==> config.mk <==
export PLATFORM = sky130hd
export DESIGN_NAME = video_oam_dma
export DESIGN_NICKNAME = d
export VERILOG_FILES = /design/src/rtl/video_oam_dma.sv
export SDC_FILE = /design/constraint.sdc
export NUM_CORES = 1
export LEC_CHECK = 0
export BUFFER_PORTS_ARGS = -buffer_cell sky130_fd_sc_hd__buf_2
export CAP_MARGIN = 20
export CORE_ASPECT_RATIO = 1.5
export CORE_MARGIN = 10
export CORE_UTILIZATION = 38
export CTS_BUF_LIST = sky130_fd_sc_hd__clkbuf_16
export CTS_CLUSTER_DIAMETER = 30
export DETAILED_ROUTE_END_ITERATION = 10
export PLACE_DENSITY = 0.7
export REMOVE_ABC_BUFFERS = 1
export SLEW_MARGIN = 20
export SYNTH_ARGS = -nofsm -noshare
export SYNTH_HDL_FRONTEND = slang
export SYNTH_SLANG_ARGS = --single-unit
==> constraint.sdc <==
create_clock -name I_clock -period 1.6 [get_ports I_clock]
set_input_delay 0.16 -clock I_clock [delete_from_list [all_inputs] [get_ports I_clock]]
set_output_delay 0.16 -clock I_clock [all_outputs]
set_load 0.02 [all_outputs]
==> src/rtl/video_oam_dma.sv <==
// rtl/video_oam_dma.sv - sprite-attribute DMA: halts the CPU, copies one 256-byte page to OAMDATA
module video_oam_dma #(
  parameter logic [15:0] P_trigger_addr = 16'h4014,
  parameter logic [2:0]  P_oam_reg      = 3'd4
) (
  input  logic        I_clock,
  input  logic        I_reset,
  input  logic        I_tick,
  input  logic        I_cpu_odd,
  input  logic [15:0] I_cpu_addr,
  input  logic        I_cpu_wren,
  input  logic [7:0]  I_cpu_data,
  output logic        O_cpu_halt,
  output logic [15:0] O_dma_addr,
  output logic        O_dma_rden,
  input  logic [7:0]  I_dma_data,
  output logic [2:0]  O_ppu_addr,
  output logic        O_ppu_wren,
  output logic [7:0]  O_ppu_data,
  output logic        O_busy
);

  typedef enum logic [2:0] {
    S_IDLE  = 3'd0,
    S_HALT  = 3'd1,
    S_ALIGN = 3'd2,
    S_READ  = 3'd3,
    S_WRITE = 3'd4
  } state_t;

  state_t      state;
  state_t      state_nxt;
  logic [7:0]  page;
  logic [7:0]  idx;
  logic [7:0]  data_q;
  logic [2:0]  ppu_addr_q;
  logic        trig_hit;

  // A CPU write to the trigger address; only acted on at a tick while idle
  assign trig_hit = I_cpu_wren && (I_cpu_addr == P_trigger_addr);

  // State register; the state only ever moves at a tick
  always_ff @(posedge I_clock or negedge I_reset) begin
    if (!I_reset) begin
      state <= S_IDLE;
    end else begin
      state <= state_nxt;
    end
  end

  // Next-state logic; frozen on non-tick clocks
  always_comb begin
    state_nxt = state;
    if (I_tick) begin
      case (state)
        S_IDLE:  if (trig_hit) state_nxt = S_HALT;
        S_HALT:  state_nxt = I_cpu_odd ? S_ALIGN : S_READ;
        S_ALIGN: state_nxt = S_READ;
        S_READ:  state_nxt = S_WRITE;
        S_WRITE: state_nxt = (idx == 8'hFF) ? S_IDLE : S_READ;
        default: state_nxt = S_IDLE;
      endcase
    end
  end

  // Page, byte index, read-data latch and host register select
  always_ff @(posedge I_clock or negedge I_reset) begin
    if (!I_reset) begin
      page       <= 8'h00;
      idx        <= 8'h00;
      data_q     <= 8'h00;
      ppu_addr_q <= 3'd0;
    end else if (I_tick) begin
      case (state)
        S_IDLE: begin
          if (trig_hit) begin
            page <= I_cpu_data;
            idx  <= 8'h00;
          end
        end
        S_READ: begin
          data_q     <= I_dma_data;
          ppu_addr_q <= P_oam_reg;
        end
        S_WRITE: idx <= idx + 8'h01;
        default: ;
      endcase
    end
  end

  // Output decode from the registered state, so outputs hold for a whole tick period
  always_comb begin
    O_cpu_halt = 1'b0;
    O_busy     = 1'b0;
    O_dma_rden = 1'b0;
    O_dma_addr = 16'h0000;
    O_ppu_wren = 1'b0;
    O_ppu_addr = ppu_addr_q;
    O_ppu_data = data_q;
    if (state != S_IDLE) begin
      O_cpu_halt = 1'b1;
      O_busy     = 1'b1;
    end
    if (state == S_READ) begin
      O_dma_rden = 1'b1;
      O_dma_addr = {page, idx};
    end
    if (state == S_WRITE) begin
      O_ppu_wren = 1'b1;
    end
  end

endmodule

# Yosys cells after proc, flatten, opt, wreduce, memory -nomap -nowiden
# Cells that the tools add are included.
op_classes:
  add_sub_neg: 1
  eq_ne: 7
  mux: 10
  reduce_logical: 8
op_table:
  columns: ["op", "n"]
  rows:
  - ["$eq 16x15->1 const B", 1]
  - ["$mux 16", 1]
  - ["$pmux 8 s2", 1]
  - ["$pmux 3 s5", 1]
  - ["$add 8x1->8 const B", 1]
  - ["$eq 8x8->1 const B", 1]
  - ["$mux 8", 1]
  - ["$eq 3x2->1 const B", 2]
  - ["$reduce_and 3->1", 2]
  - ["$mux 1", 4]
  - ["$reduce_and 2->1", 2]
  - ["$eq 3x1->1 const B", 1]
  - ["$eq 3x3->1 const B", 1]
  - ["$logic_not 3->1", 1]
  - ["$mux 3", 1]
  - ["$reduce_bool 3->1", 1]
  - ["$mux 2", 1]
  - ["$ne 2x2->1 const B", 1]
  - ["$reduce_bool 2->1", 1]
  - ["$logic_and 1x1->1", 1]
word_totals:
  register_bits: 28
  in_bits: 37
  output_inout_bits: 31
  elab_cells: 31

# Logic depth before layout (Yosys ltp)
depth:
  depth_word: 4
  mapped_depth: 7
  depth_no_buf: 5

# Worst setup path before layout
# No wires, ideal clock.
synth_timing:
  kind: "flip-flop to flip-flop"
  startpoint: "register state[2]"
  endpoint: "register data_q[0] (netlist: O_ppu_data[0])"
  setup_ns: 0.125
  arrival_time_ns: 1.658
  required_ns: 1.475
  slack_ns: -0.183
  path_stages_with_launch: 8
  n_path_buf: 2
  period_less_slack_ns: 1.783
  cell_sequence: "dfrtp_1 -> inv_1 -> clkbuf_1 -> nand2_1 -> nand2_1 -> a21bo_1 -> buf_6 -> mux2_4"
synth_via:
  elab_chain_cells: 2
synth_lines:
  columns: ["item", "line_no", "rtl"]
  rows:
  - ["start: declaration", "31", "state_t state;"]
  - ["start signal: assignment", "47", "state <= state_nxt;"]
  - ["$eq 3x2->1", "74", "case (state)"]
  - ["$reduce_and 2->1 (no line)", null, null]
  - ["end signal: assignment", "82", "data_q <= I_dma_data;"]
  - ["end: declaration", "35", "logic [7:0] data_q;"]
# No other way between the ends.
# A chain may end at the register's enable or synchronous reset.

# Final worst setup path
layout_timing:
  startpoint: "input port I_cpu_addr[3]"
  endpoint: "register idx[0]"
layout_via:
  elab_chain_cells: 4
layout_lines:
  columns: ["item", "line_no", "rtl"]
  rows:
  - ["start: declaration", "10", "input logic [15:0] I_cpu_addr,"]
  - ["$eq 16x15->1", "40", "assign trig_hit = I_cpu_wren && (I_cpu_addr == P_trigger_addr);"]
  - ["$logic_and 1x1->1", "40", null]
  - ["$ne 2x2->1 (no line)", null, null]
  - ["$reduce_and 3->1 (no line)", null, null]
  - ["end signal: assignment", "85", "S_WRITE: idx <= idx + 8'h01;"]
  - ["end: declaration", "34", "logic [7:0] idx;"]
# No other way between the ends.

==> results.md <==
* Initial Util at 0.398
* Flop pwr share at 0.303
* Routed len/inst at 15.7 µm
* Critical Path Start Type: input port
* Distinct cells, synth at 32
* Sink Count at 28
* Pwr dens at 1500 nW/µm²
* Share of cells above drive strength 1 at 0.598
* Fin. Hold Viols at 0
* Largest family of logic cells by synthesized area: simple AND/OR/NAND/NOR gates
* Clk pwr share at 0.215
* DRC violation total after the first TritonRoute iteration at 20
* Rel. slew slack at 0.590
* Post-layout total power at 3.42 mW
* Mean Syn Cell Area at 11.2 µm²
* Synth top area share at 0.478
* Detailed-route wire length at ~4.1 mm
* Max Fclk at approximately 0.62 GHz
* Detail Placement HPWL at 3.10 mm
* Adder-Cell Fraction of Synth Area at 0.00854
* Layout Skew at 2.86 ps
* Clock buffer depth at 2
* Vias in the first global route at between 1000 and 1500
* # nets final at 258
* CTS tree: built
* Largest net degree at the start of global routing at 29
* Seq/Total Area, Yosys at 0.478
* Compound-Gate Fraction of Synth Area at 0.0931
* Leakage at 1.17 nW
* Initial antenna violation count at 0
* Synth Flop Type: dfrtp_1
* Peak supply drop at 1210 µV
* Internal at between 2 and 2.5 mW
* Status: finished, violations left
* Multi-input logic area at approximately 850 µm²
* Post-synth EDFFs at 0
* Synth top cells by count: dfrtp_1 (28), and2_1 (16), nand2_1 (12)
* Asr flop ratio synth at 1.00
* DRC viols at 0
* Critical path class: in -> reg
* Cells after Synth at 131
* Synth Area in XOR/XNOR at 0
* Number of max-cap violations at 0
* Final Util at 0.618
* Max-slew violation count at 0
* Maximum fanout along the worst path at 5
* RSZ-0062 raised after global routing: yes
* Worst skew pair latency at 260 ps
* Worst slew pin tran at 615 ps
* Area grow syn2layout at 55.4%
* R2R Setup Slk at approximately 120 ps
* Vias at roughly 1300
* Vias/cell at 4.92
* Global-route usage over all layers at 0.110
* Post-synth top area cell: dfrtp_1
* ANT cells at 0
* Placed insts at approximately 250
* CTS HTree Levels at 1
* Core region area at 3680 µm²
* Die Height at about 96 µm
* Warnings, synthesis at 0
* Sw Ratio at 0.352
* Clock buffer count from CTS at 3
* Die W at 70.7 µm
* DRT antenna net count at 0
* First-pass GRT wire length at 6.27 mm
* Time the worst path needs with I/O delays and setup at between 1500 and 2000 ps
* Final Cycle Share at 1.01
* Fillers at 295
* Seq cells post-synth at 28
* I/O Pins at between 60 and 70
* Routability congestion estimate at approximately 0.76
* PortBufs at 65
* Final setup viols at 3
* Finished Layout Cells at 262
* Mux cell area share after synthesis at 0.179
* Post-Synth Simple-Gate Area at 0.195
* Clock-pin transition on the worst setup and hold timing paths at 70 ps
* Failing checks: setup timing
* FP Rows at 27
* Overflow after GRT at 0
* Combinational share of power at 0.482
* Hold crit path type: in -> reg
* Drt first pass iters at 4
* Switching Power at roughly 1.2 mW
* Arr. time, crit path at 1770 ps
* Clock root cell: clkbuf_16
* Worst EP required at 1750 ps
* FF/Latch Area at 701 µm²
* Top-count cell post-synth: dfrtp_1
* Mapped cell area at roughly 1500 µm²
* Setup crit end kind: flop
* Largest cells by area after synthesis: dfrtp_1 (48%), mux2_4 (8.2%), mux2_2 (7.7%)
* DIE AREA at 6790 µm²
* Setup slack after layout at -21.1 ps
## area by class of cell
type,instances,share of cell area
Tap cell,43,0.0236
Inverter,2,0.00330
Clock buffer,3,0.0330
Timing Repair Buffer,91,0.246
Clock inverter,1,0.0132
Multi-Input combinational cell,94,0.373
Sequential cell,28,0.308
## placed cells by master (no fill, tap or decap), types with 2 or more instances in the layout
cell type  Yosys  final
a22o_4         0      2
a21oi_1        2      2
conb_1         1      2
buf_6          2      4
dfrtp_1       28     28
mux2_4         8     16
nor2_1         7      7
buf_2          0     61
clkbuf_16      0      3
o2bb2ai_2      0      5
nand3_1        3      2
nand2_1       12     12
and2_1        16     16
mux2i_1        3      3
nor3_1         5      4
mux2_2        10      2
o21ai_0        5      5
buf_4          3     24
## power by group through the flow
stage | logic [mW] | registers (mW) | clock network [mW]
2_1_floorplan | 0.650 | 1.21 | 0
3_3_place_gp | 1.44 | 1.03 | 0
3_5_place_dp | 1.47 | 1.03 | 0
4_1_cts | 1.48 | 1.03 | 0.754
5_1_grt | 1.79 | 1.07 | 0.777
6_report | 1.65 | 1.04 | 0.736
## registers in the layout, indices dropped and copies added (netlist names)
signal      cells
O_ppu_addr      1
idx             8
state           3
O_ppu_data      8
page            8
## metal layers
metal,track usage,wire length (µm)
met5,0,0
met2,0.209,2240
met3,0.0433,279
met4,0.0291,42
met1,0.109,1560
## final timing paths
path	from	endpoint	cells past startpoint
max in group asynchronous	I_reset	page[5]	2
min reg2reg	O_ppu_addr[2]	O_ppu_addr[2]	1
min	I_dma_data[7]	O_ppu_data[7]	2
max	I_cpu_addr[3]	idx[0]	6
max reg2reg	state[1]	page[0]	6
min in group asynchronous	I_reset	state[2]	2
## through the flow
| step | setup slack (ps) | setup TNS [ps] | hold WS [ps] | cell area (µm²) |
|---|---|---|---|---|
| finish | -21.1 | -37.7 | 123 | 2280 |
| global route | -60.4 | -930 | 123 | 2280 |
| CTS | -29.0 | -327 | 121 | 2090 |
| detailed placement | -394 | -8020 | 211 | 1970 |
| global placement | -371 | -7640 | 206 | 1970 |
| floorplan | -309 | -4210 | -136 | 1410 |
## critical path, cell delays in order
cell	delay, ps
buf_6	90
or4b_4	540
nor3_4	150
nand4_4	160
a211o_4	410
mux2_2	270
## cells by family (layout without fill, tap and decap cells)
group                    Yosys count  in the layout
buffers and inverters             10             97
flip-flops                        28             28
other                              1              2
multiplexers                      21             21
adder cells (fa/ha/maj)            1              1
AND/OR/NAND/NOR                   52             52
AO/OA/AOI/OAI                     18             18
## what timing repair did
item	in CTS	in global routing
hold endpoints to repair	28	0
setup buffers	0	2
gates resized for setup	3	35
hold buffers	1	0
endpoints found under the setup margin	32	42
pin swaps	0	7
cloned	0	1
(Power assumes the default switching activity.)
